===== config.mk =====
export PLATFORM = sky130hd
export DESIGN_NAME = seq_mul_flat
export DESIGN_NICKNAME = d
export VERILOG_FILES = /design/src/rtl/seq_mul_pkg.sv /design/src/rtl/seq_mul_if.sv /design/src/rtl/seq_mul.sv /design/src/flat_wrapper.sv
export SDC_FILE = /design/constraint.sdc
export NUM_CORES = 1
export LEC_CHECK = 0
export BUFFER_PORTS_ARGS = -buffer_cell sky130_fd_sc_hd__buf_4
export CORE_MARGIN = 5
export CORE_UTILIZATION = 60
export DETAILED_ROUTE_END_ITERATION = 10
export GPL_TIMING_DRIVEN = 0
export PLACE_DENSITY = 0.88
export SLEW_MARGIN = 20
export SYNTH_ARGS = -nofsm -noshare
export SYNTH_HDL_FRONTEND = slang
export SYNTH_SLANG_ARGS = --single-unit

===== constraint.sdc =====
create_clock -name clk -period 4.27 [get_ports clk]
set_input_delay 1.281 -clock clk [delete_from_list [all_inputs] [get_ports clk]]
set_output_delay 1.281 -clock clk [all_outputs]
set_load 0.01 [all_outputs]

===== src/rtl/seq_mul_pkg.sv =====
// Shared types for the sequential shift-add multiplier.
package seq_mul_pkg;

   typedef enum logic [1:0] {
      IDLE = 2'd0,
      CALC = 2'd1,
      DONE = 2'd2
   } state_t;

endpackage : seq_mul_pkg


===== src/rtl/seq_mul_if.sv =====
// Operand/product valid-ready bus for seq_mul; master feeds operands and drains products.
interface seq_mul_if #(
   parameter int WIDTH = 8
);
   logic                 in_valid;
   logic                 in_ready;
   logic [WIDTH-1:0]     in_a;
   logic [WIDTH-1:0]     in_b;
   logic                 in_signed;
   logic                 out_valid;
   logic                 out_ready;
   logic [2*WIDTH-1:0]   out_p;

   modport master (
      output in_valid, in_a, in_b, in_signed, out_ready,
      input  in_ready, out_valid, out_p
   );

   modport slave (
      input  in_valid, in_a, in_b, in_signed, out_ready,
      output in_ready, out_valid, out_p
   );
endinterface : seq_mul_if


===== src/rtl/seq_mul.sv =====
// Sequential shift-add multiplier: one multiplier bit per clock through a single adder,
// unsigned or two's-complement per transaction, valid/ready on both sides.
module seq_mul
   import seq_mul_pkg::*;
#(
   parameter int WIDTH = 8
) (
   input  logic     clk,
   input  logic     rst_n,
   seq_mul_if.slave bus
);

   localparam int CW = $clog2(WIDTH);
   localparam int PW = 2 * WIDTH;

   state_t            state;
   logic [WIDTH-1:0]  mcand;
   logic [WIDTH-1:0]  mplier;
   logic              neg;
   logic [PW-1:0]     acc;
   logic [CW-1:0]     cnt;
   logic [PW-1:0]     p_q;

   logic              a_neg;
   logic              b_neg;
   logic [WIDTH-1:0]  a_mag;
   logic [WIDTH-1:0]  b_mag;
   logic [PW-1:0]     addend;
   logic [PW-1:0]     sum;

   // Magnitudes fit in WIDTH bits unsigned, including -2^(WIDTH-1).
   always_comb begin
      a_neg  = bus.in_signed & bus.in_a[WIDTH-1];
      b_neg  = bus.in_signed & bus.in_b[WIDTH-1];
      a_mag  = a_neg ? -bus.in_a : bus.in_a;
      b_mag  = b_neg ? -bus.in_b : bus.in_b;
      addend = mplier[0] ? ({{WIDTH{1'b0}}, mcand} << cnt) : '0;
      sum    = acc + addend;
   end

   assign bus.in_ready  = (state == IDLE);
   assign bus.out_valid = (state == DONE);
   assign bus.out_p     = p_q;

   // NOTE: all state, including the datapath registers, is reset so an aborted
   // transaction leaves nothing behind; sequential state uses <= only.
   always_ff @(posedge clk or negedge rst_n) begin
      if (!rst_n) begin
         state  <= IDLE;
         mcand  <= '0;
         mplier <= '0;
         neg    <= 1'b0;
         acc    <= '0;
         cnt    <= '0;
         p_q    <= '0;
      end else begin
         case (state)
            IDLE: begin
               if (bus.in_valid) begin
                  mcand  <= a_mag;
                  mplier <= b_mag;
                  neg    <= a_neg ^ b_neg;
                  acc    <= '0;
                  cnt    <= '0;
                  state  <= CALC;
               end
            end
            CALC: begin
               acc    <= sum;
               mplier <= mplier >> 1;
               cnt    <= cnt + CW'(1);
               if (cnt == CW'(WIDTH - 1)) begin
                  p_q   <= neg ? -sum : sum;
                  state <= DONE;
               end
            end
            DONE: begin
               if (bus.out_ready) state <= IDLE;
            end
            default: state <= IDLE;
         endcase
      end
   end

endmodule : seq_mul


===== src/flat_wrapper.sv =====
// flat-port wrapper written by rule: the top's interface ports become plain ports
module seq_mul_flat import seq_mul_pkg::*;
#(
   parameter int WIDTH = 8
)
  (clk, rst_n, bus_in_valid, bus_in_a, bus_in_b, bus_in_signed, bus_out_ready, bus_in_ready, bus_out_valid, bus_out_p);
  seq_mul_if #(.WIDTH(WIDTH)) bus_i ();
  input  logic clk;
  input  logic rst_n;
  input wire logic [$bits(bus_i.in_valid)-1:0] bus_in_valid;
  input wire logic [$bits(bus_i.in_a)-1:0] bus_in_a;
  input wire logic [$bits(bus_i.in_b)-1:0] bus_in_b;
  input wire logic [$bits(bus_i.in_signed)-1:0] bus_in_signed;
  input wire logic [$bits(bus_i.out_ready)-1:0] bus_out_ready;
  output wire logic [$bits(bus_i.in_ready)-1:0] bus_in_ready;
  output wire logic [$bits(bus_i.out_valid)-1:0] bus_out_valid;
  output wire logic [$bits(bus_i.out_p)-1:0] bus_out_p;
  assign bus_i.in_valid = bus_in_valid;
  assign bus_i.in_a = bus_in_a;
  assign bus_i.in_b = bus_in_b;
  assign bus_i.in_signed = bus_in_signed;
  assign bus_i.out_ready = bus_out_ready;
  assign bus_in_ready = bus_i.in_ready;
  assign bus_out_valid = bus_i.out_valid;
  assign bus_out_p = bus_i.out_p;
  seq_mul #(.WIDTH(WIDTH)) u_core (.clk(clk), .rst_n(rst_n), .bus(bus_i));
endmodule

==> results of run 1 <==
## cell families (layout without fill, tap and decap cells)
family	after synthesis	in the layout	synth area share
AOI/OAI and AO/OA	121	121	0.2218
muxes	13	13	0.03592
buffers and inverters	34	79	0.03425
adders and majority gates	21	21	0.07183
DFF	54	54	0.3592
xor gates and xnor gates	38	38	0.09046
and+or+nand+nor	152	152	0.1866
## placed cells by master, fill, tap and decap left out, drive strengths merged, types with 2 or more instances in the layout
master and instances:
nand2 57, dfrtp 54, o21ai 54, buf 38
nor2 32, clkbuf 26, nand3 23, ha 20
xor2 20, xnor2 18, a21oi 18, inv 14
nor3 10, mux2i 9, a21o 9, o31ai 8
and2 7, a22oi 6, nor2b 5, a22o 5
mux2 4, a31oi 4, nand2b 4, o21a 3
nand4 3, o211ai 3, and3 2, o211a 2
nor4 2, a221o 2, or3 2, or4 2
## through the flow
stage / total power [uW] / utilization / hold WS, ns / std cells / setup WS [ns]
floorplan: 2419 / - / 0.4563 / 433 / 0.7164
global placement: 2865 / 0.6860 / 0.4635 / 545 / 0.3186
detailed placement: 2946 / 0.6860 / 0.4715 / 545 / 0.2667
CTS: 3319 / 0.7054 / 0.4957 / 553 / 0.2501
global route: 3633 / 0.7058 / 0.5288 / 553 / 0.1008
finish: 3315 / 0.7058 / 0.4913 / 553 / 0.3661
## layout make-up
| cell class | count | share of cell area |
|---|---|---|
| Clock inverter | 3 | 0.01118 |
| Clock buffer | 5 | 0.01618 |
| Timing Repair Buffer | 37 | 0.06531 |
| Tap cell | 75 | 0.02207 |
| Sequential cell | 54 | 0.3177 |
| Buffer | 22 | 0.02030 |
| Inverter | 12 | 0.01059 |
| Multi-Input combinational cell | 345 | 0.5366 |
## flip-flops by register name, indices dropped and copies added, names as in the netlist
signal and flops:
u_core.mcand 8, u_core.neg 1, u_core.cnt 3, u_core.acc 16, u_core.mplier 8, u_core.state 2, u_core.bus.out_p 16
## power groups by stage
stage | Sequential (uW) | Combinational, uW | Clock, uW
floorplan | 883 | 1540 | 0
global placement | 876 | 1990 | 0
detailed placement | 888 | 2060 | 0
CTS | 877 | 2070 | 370
global route | 905 | 2340 | 388
finish | 875 | 2080 | 363
## synthesized netlist by cell type (2+ instances only)
cell and number:
mux2i_1 9, o21ai_0 41, xnor2_1 18, o211a_1 2, and3_1 2, inv_1 12, o21ai_1 13, a31oi_1 4
a21oi_1 16, nand2_1 56, nand3_1 23, and2_1 7, o211ai_4 2, o21a_1 3, nor4_1 2, clkbuf_1 20
a22oi_1 6, nand4_1 3, or3_1 2, xor2_1 19, nor2b_1 5, a221o_1 2, dfrtp_1 54, nor3_1 10
a21o_1 9, nand2b_1 4, mux2_2 4, ha_1 20, a22o_1 5, nor2_1 32, o31ai_1 7
## path summary, 6_finish.rpt
| check | from | to | slack, ns |
|---|---|---|---|
| max reg2reg | u_core.cnt[0] | u_core.bus.out_p[15] | 0.37 |
| min in group asynchronous | rst_n | u_core.bus.out_p[1] | 0.99 |
| max in group asynchronous | rst_n | u_core.acc[6] | 2.83 |
| min | u_core.bus.out_p[9] | u_core.bus.out_p[9] | 0.49 |
| min reg2reg | u_core.bus.out_p[9] | u_core.bus.out_p[9] | 0.49 |
| max | u_core.cnt[0] | u_core.bus.out_p[15] | 0.37 |
## layer usage
layer,vias up,global-route usage,part of all wire
met2,96,0.4253,0.50
met3,10,0.03687,0.057
met5,-,0,0
met4,0,0.06360,0.015
li1,1627,-,-
met1,1564,0.2962,0.43
## repair_timing
item                                    in CTS  in global routing
hold endpoints to repair                     0                  0
resized for setup                            0                  3
hold buffers                                 0                  0
endpoints found under the setup margin       0                  3
## worst max-delay path: cells and delay by family, from the launching register on
family | cells | cell delay (ns)
AOI/OAI and AO/OA | 7 | 1.40
buffers and inverters | 2 | 0.59
and+or+nand+nor | 4 | 0.98
DFF | 1 | 0.36
adders and majority gates | 1 | 0.34
xor gates and xnor gates | 1 | 0.17
==> impl_metrics.toml, run 1 <==
[pwr]
p_seq_frac = 0.264
p_leak_uw = 0.002018
p_per_area_nw_per_um2 = 779.5
power_frac_clock = 0.109
ir_drop_mv = 0.4144
p_sw_uw = 1563
combPwrFrac = 0.627
switching_share = 0.4716
p_int_uw = 1751

[placement]
io_buffers = 37
routabilityCongestion = 0.9367
place_area_um2 = 4134
dp_hpwl_um = 6570

[clock_tree]
ctsRootBufferMaster = "clkbuf_8"
clock_path_buffers = 2
postCtsSetupRepairBufs = 0
clk_pin_slew_ns = 0.10
htree_levels = 2
clock_sinks = 54
cts_tree = "yes"
cts_buffers = 5
clk_latency_ns = 0.32

[finish]
multiInputGateArea_um2 = 2282
seqCellArea_um2 = 1351
insertedDiodeCount = 0
nets = 519
area_growth_pct = 13.04
fin_area_um2 = 4253
drive_above_1_share = 0.1360
n_fill_cell = 483

[setup_path]
startpoint_type = "flop"
arrival_ns = 4.15
critPathRequiredTime_ns = 4.52
crit_type = "reg2reg"
slowest_stage = "nor3_1"
cpPeakStageDelay_ns = 0.60
rr_worst_depth = 15
cp-end-kind = "flop"
crit_path_cell_trace = "clkbuf_1 -> clkbuf_2 -> nor2_1 -> a31oi_1 -> nand2_1 -> o211a_1 -> ha_1 -> a21o_1 -> a221o_1 -> nor4_1 -> a21oi_1 -> nor3_1 -> o41ai_2 -> xor2_1 -> o21ai_1"
critPathMaxFanout = 10

[global_routing]
grt_max_degree = 55
overflow = 0
antenna_found_initial = 0
grt_pass1_vias = 3327
grt_pass1_wl_um = 14950
grt_usage = 0.2372

[yosys]
synth_cells = 433
seq_area_frac_synth = 0.3592
ys_warn_count = 0
synth_top_cell_by_area = "dfrtp_1"
synth_fp_nets = 475
synthArstFlopShare = 1.000
synthTopCellsByArea = "dfrtp_1, ha_1, nand2_1"
synth_area_um2 = 3762
netlist-cell-type-count = 52
yosysTopAreaCellShare = 0.3592
synth_ff_type = "dfrtp_1"
syn_avg_cell_area_um2 = 8.689
ys_seq_elements = 54
synth_edf_count = 0

[timing]
slew_headroom = 0.5405
period_minus_slack_ns = 3.904
finalCritPeriodShare = 0.9143
fmax_mhz = 256.2
clock_skew_ns = 0.004827
finalSetupViolations = 0
slew_violations = 0
hold_violations = 0
rsz0062_at_grt = "false"
setup_tns_ns = 0
tightest_slew_ns = 0.6839

[route]
dr_total_vias = 3297
avgRoutedWirePerCell_um = 15.24
first_pass_iters = 4
viasPerCell = 5.962
first_iter_violations = 269
wirelength_um = 8429
drc = 0
antenna_left = 0

[floorplanning]
core-area_um2 = 6026
die_h_um = 89.19
dieArea_um2 = 7954
core.rowCount = 28
die_x_um = 89.19
ios = 39
initial_utilization = 0.6244

[status]
status = "complete, no violations"

[hold_path]
hold_depth = 2
hp-class = "reg2reg"

[job]
max_cap_viol_count = 0
Note: power is estimated with default switching activity, not from simulation.
==> run 2, diff against run 1 <==
- ABC_AREA: default -> 1
==> impl_metrics.toml, run 2 <==
[yosys]
synthArstFlopShare = 1.000
synth_cells = 559
ys_seq_elements = 54
seq_area_frac_synth = 0.3465
synth_fp_nets = 601
post-synth-top-count-cell = "nand2_1"
synth_area_um2 = 3900
synth_edf_count = 0
synth_ff_type = "dfrtp_1"
ys_warn_count = 0
synth_top_cell_by_area = "dfrtp_1"
yosysTopAreaCellShare = 0.3465
syn_avg_cell_area_um2 = 6.977
synthTopCellsByArea = "dfrtp_1, nand2_1, o21ai_0"
netlist_top_cells_count = "nand2_1, inv_1, o21ai_0"
netlist-cell-type-count = 38

[finish]
n_fill_cell = 539
fin_area_um2 = 4375
layout_common_cells = "nand2_1, inv_1, o21ai_0"
final_common_cell = "nand2_1"
insertedDiodeCount = 0
nets = 646
finalNonFillerCells = 682
drive_above_1_share = 0.1240
area_growth_pct = 12.19

[clock_tree]
clock_sinks = 54
ctsRootBufferMaster = "clkbuf_8"
clk_pin_slew_ns = 0.10
postCtsSetupRepairBufs = 0
holdBufCountCts = 0
cts_buffers = 5
post_cts_resize_count = 0
clk_latency_ns = 0.32
htree_levels = 2
clock_path_buffers = 2
cts_tree = "yes"

[placement]
place_area_um2 = 4282
io_buffers = 38
dp_hpwl_um = 7473
routabilityCongestion = 0.9120
place_inst = 674

[hold_path]
hp-class = "reg2reg"

[floorplanning]
core-area_um2 = 6350
core.rowCount = 29
die_h_um = 90.62
initial_utilization = 0.6142
dieArea_um2 = 8212
ios = 39
die_x_um = 90.62

[global_routing]
use_met1 = 0.2755
overflow = 0
use_met2 = 0.4268
grtUsageMet3 = 0.03167
grt_max_degree = 55
busiest_layer = "met2"
grt_pass1_wl_um = 16100
grt_usage = 0.2335
antenna_found_initial = 0
grt_pass1_vias = 3614

[timing]
finalCritPeriodShare = 0.7893
finalSetupViolations = 0
rsz0062_at_grt = "false"
hold_violations = 0
period_minus_slack_ns = 3.370
fmax_mhz = 296.7
slew_violations = 0
clock_skew_ns = 0.01044
tightest_slew_ns = 0.6788
slew_headroom = 0.5475
setup_tns_ns = 0

[setup_path]
crit_type = "reg2reg"
critPathRequiredTime_ns = 4.48
critPathMaxFanout = 10
arrival_ns = 3.58
startpoint_type = "flop"
cp-end-kind = "flop"

[pwr]
ir_drop_mv = 0.4566
p_per_area_nw_per_um2 = 802.5
p_leak_uw = 0.002311

[route]
drc = 0
avgRoutedWirePerCell_um = 13.52
first_pass_iters = 5
first_iter_violations = 210
wirelength_um = 9224
antenna_left = 0
dr_total_vias = 3741
viasPerCell = 5.485

[job]
max_cap_viol_count = 0

[status]
status = "complete, no violations"
run 2: per-layer routing:
layer	routed length [um]	vias up
met5	0	-
met4	219	0
met3	411	19
met2	4881	72
met1	3712	1750
li1	-	1900
run 2: worst max-delay path, cell delays in order (launching register included):
cell and delay (ns):
dfrtp_1 0.36, clkbuf_1 0.29, clkinv_1 0.30, nand2_1 0.17
nor2_1 0.07, ha_1 0.22, fa_1 0.44, xnor2_2 0.30
nand2_1 0.08, nor2_1 0.13, nand3_1 0.14, nor2_2 0.20
nand3_1 0.12, clkinv_1 0.09, nand3_2 0.07, nand2_1 0.07
nand2_1 0.05, nand3_1 0.09, nand2_1 0.06
run 2: metrics by stage:
| step | worst slack, ns | hold WS [ns] | total power [uW] | util |
|---|---|---|---|---|
| 2_1_floorplan | 1.432 | 0.4594 | 2585 | - |
| 3_3_place_gp | 1.053 | 0.4667 | 3086 | 0.6743 |
| 3_5_place_dp | 0.9580 | 0.4716 | 3199 | 0.6743 |
| 4_1_cts | 0.9295 | 0.4958 | 3508 | 0.6891 |
| 5_1_grt | 0.5639 | 0.5197 | 3884 | 0.6891 |
| 6_report | 0.8999 | 0.4957 | 3511 | 0.6891 |
run 2: cell type report:
class / count / area, um^2 / area share
Buffer: 14 / 78.83 / 0.01802
Clock inverter: 3 / 25.02 / 0.005719
Multi-Input combinational cell: 429 / 2237 / 0.5113
Sequential cell: 54 / 1351 / 0.3088
Inverter: 62 / 232.7 / 0.05319
Clock buffer: 5 / 68.82 / 0.01573
Timing Repair Buffer: 38 / 285.3 / 0.06520
Tap cell: 77 / 96.34 / 0.02202
run 2: cell families after synthesis:
kind of cell | count (synthesis) | share of synthesized area
compound gates | 95 | 0.1341
buf+inv | 76 | 0.07988
mux | 1 | 0.002567
flops | 54 | 0.3465
fa+ha+maj | 21 | 0.06930
xor+xnor | 18 | 0.04235
simple gates | 294 | 0.3253
run 2: path summary, 6_finish.rpt:
check                                startpoint              endpoint  slack (ns)  cells past startpoint
setup / recovery                  u_core.cnt[1]  u_core.bus.out_p[13]        0.90                     18
hold / removal             u_core.bus.out_p[13]  u_core.bus.out_p[13]        0.50                      2
setup reg to reg                  u_core.cnt[1]  u_core.bus.out_p[13]        0.90                     18
hold reg to reg            u_core.bus.out_p[13]  u_core.bus.out_p[13]        0.50                      2
max in group asynchronous                 rst_n         u_core.acc[4]        2.82                      1
min in group asynchronous                 rst_n   u_core.bus.out_p[3]        1.00                      1
run 2: power breakdown:
part / switching (uW) / internal (uW)
Combinational: 1490 / 840
Clock: 182 / 119
Sequential: 140 / 744
==> run 3, diff against run 2 <==
- CORE_UTILIZATION: 60 -> 54
- PLACE_DENSITY: 0.88 -> 0.84
- clock period: 4.27 -> 3 ns (I/O delays scaled with it)
==> impl_metrics.toml, run 3 (same netlist as run 2, synthesis figures left out) <==
[job]
max_cap_viol_count = 0

[route]
viasPerCell = 5.365
first_iter_violations = 242
drc = 0
avgRoutedWirePerCell_um = 13.92
first_pass_iters = 4
wirelength_um = 9968
antenna_left = 0
dr_total_vias = 3841

[timing]
fmax_mhz = 345.6
hold_violations = 0
setup_tns_ns = 0
slew_violations = 0
finalCritPeriodShare = 0.9645
clock_skew_ns = 0.008865
period_minus_slack_ns = 2.893
finalSetupViolations = 0
timing.hold.ws_ns = 0.4977
slew_headroom = 0.5318
tightest_slew_ns = 0.7023

[floorplanning]
die_h_um = 94.99
core-area_um2 = 7137
initial_utilization = 0.5465
core.rowCount = 31
die_x_um = 94.99
dieArea_um2 = 9022
ios = 39

[clock_tree]
clock_sinks = 54
holdBufCountCts = 0
cts_tree = "yes"
ctsRootBufferMaster = "clkbuf_8"
cts_buffers = 5
htree_levels = 2
clk_latency_ns = 0.31
clock_path_buffers = 2
clk_pin_slew_ns = 0.10

[pwr]
switching_share = 0.5051
p_int_uw = 2834
p_per_area_nw_per_um2 = 1216
combPwrFrac = 0.696
ir_drop_mv = 0.4636
p_sw_uw = 2893
p_leak_uw = 0.002387
power_frac_clock = 0.080
p_seq_frac = 0.224

[global_routing]
grt_pass1_vias = 3641
antenna_found_initial = 0
grt_max_degree = 55
grt_pass1_wl_um = 15730
grt_usage = 0.2182
overflow = 0

[setup_path]
critPathLaunch = "u_core.cnt[0]"
setup.worst_path.end = "u_core.bus.out_p[14]"
worstReg2RegStart = "u_core.cnt[0]"
rrSetupSlack_ns = 0.11
rr_worst_depth = 19
critPathRequiredTime_ns = 3.21
worstReg2RegEnd = "u_core.bus.out_p[14]"
arrival_ns = 3.10
critPathMaxFanout = 8
crit_type = "reg2reg"
cp-end-kind = "flop"
startpoint_type = "flop"

[finish]
layout_common_cells = "nand2_1, inv_1, buf_4, dfrtp_1, o21ai_0"
insertedDiodeCount = 0
drive_above_1_share = 0.2334
seqCellArea_um2 = 1354
n_fill_cell = 618
area_growth_pct = 20.79
nets = 658
final_common_cell = "nand2_1"
multiInputGateArea_um2 = 2425
finalNonFillerCells = 716

[placement]
dp_hpwl_um = 7264
routabilityCongestion = 0.9618
io_buffers = 38
place_inst = 696

[status]
status = "complete, no violations"

[hold_path]
hold_depth = 2
hp-class = "reg2reg"
hp-start = "u_core.acc[7]"
run 3: cell types whose count changed in the layout (fill, tap and decap cells not counted), sizes merged:
cell	before	now
buf	41	55
clkinvlp	1	0
inv	61	60
run 3: power groups by stage:
stage | combinational, uW | sequential [uW] | clock [uW]
2_1_floorplan | 2410 | 1270 | 0
3_3_place_gp | 3150 | 1250 | 0
3_5_place_dp | 3270 | 1270 | 0
4_1_cts | 3320 | 1270 | 465
5_1_grt | 4410 | 1320 | 490
6_report | 3990 | 1280 | 458
run 3: layout make-up:
| cell class | count | share of cell area |
|---|---|---|
| Tap cell | 99 | 0.02629 |
| Sequential cell | 54 | 0.2874 |
| Inverter | 62 | 0.04967 |
| Timing Repair Buffer | 51 | 0.08127 |
| Buffer | 13 | 0.01833 |
| Clock inverter | 1 | 0.001859 |
| Multi-Input combinational cell | 429 | 0.5147 |
| Clock buffer | 7 | 0.02045 |
run 3: worst max-delay path, cell delays in order, from the launching register on:
cell and delay (ns):
dfrtp_2 0.48, buf_6 0.15, o21ai_2 0.17, nand2_1 0.08, o21ai_1 0.12, o22ai_1 0.11, ha_1 0.39, nand2_2 0.11
nor2_1 0.17, nand2_1 0.12, nand2_1 0.12, nand2_1 0.07, nand2_2 0.12, nand2_2 0.08, nor2_2 0.11, nand2_2 0.08
nand2_4 0.09, nand4_1 0.08, nand3_1 0.08, nand2_1 0.05
run 3: per-stage QoR:
stage	area, um^2	setup WS (ns)	utilization	power, uW
6_report	4711	0.1065	0.6601	5727
5_1_grt	4711	-0.08824	0.6601	6223
4_1_cts	4423	0.01840	0.6197	5051
3_5_place_dp	4309	-0.2364	0.6038	4535
3_3_place_gp	4309	-0.2274	0.6038	4407
2_1_floorplan	3900	0.1619	-	3680
run 3: what timing repair did:
| item | CTS | global route |
|---|---|---|
| buffers inserted | 1 | 11 |
| gates cloned | 0 | 1 |
| resized for setup | 6 | 74 |
| setup endpoints to repair | 9 | 10 |
| pin swaps | 1 | 26 |
run 3: layer usage:
layer,share of wire,GRT usage,wire length [um],up-vias
li1,-,-,-,1922
met1,0.41,0.2628,4133,1827
met2,0.54,0.3999,5341,74
met3,0.034,0.03108,342,18
met4,0.015,0.06611,150,0
met5,0,0,0,-
run 3: worst min-delay path by stage:
stage / endpoint / slack, ns
floorplan: u_core.acc[0] / 0.46
global placement: u_core.bus.out_p[12] / 0.47
detailed placement: u_core.bus.out_p[1] / 0.48
CTS: u_core.bus.out_p[1] / 0.50
global route: u_core.bus.out_p[7] / 0.51
finish: u_core.acc[7] / 0.50
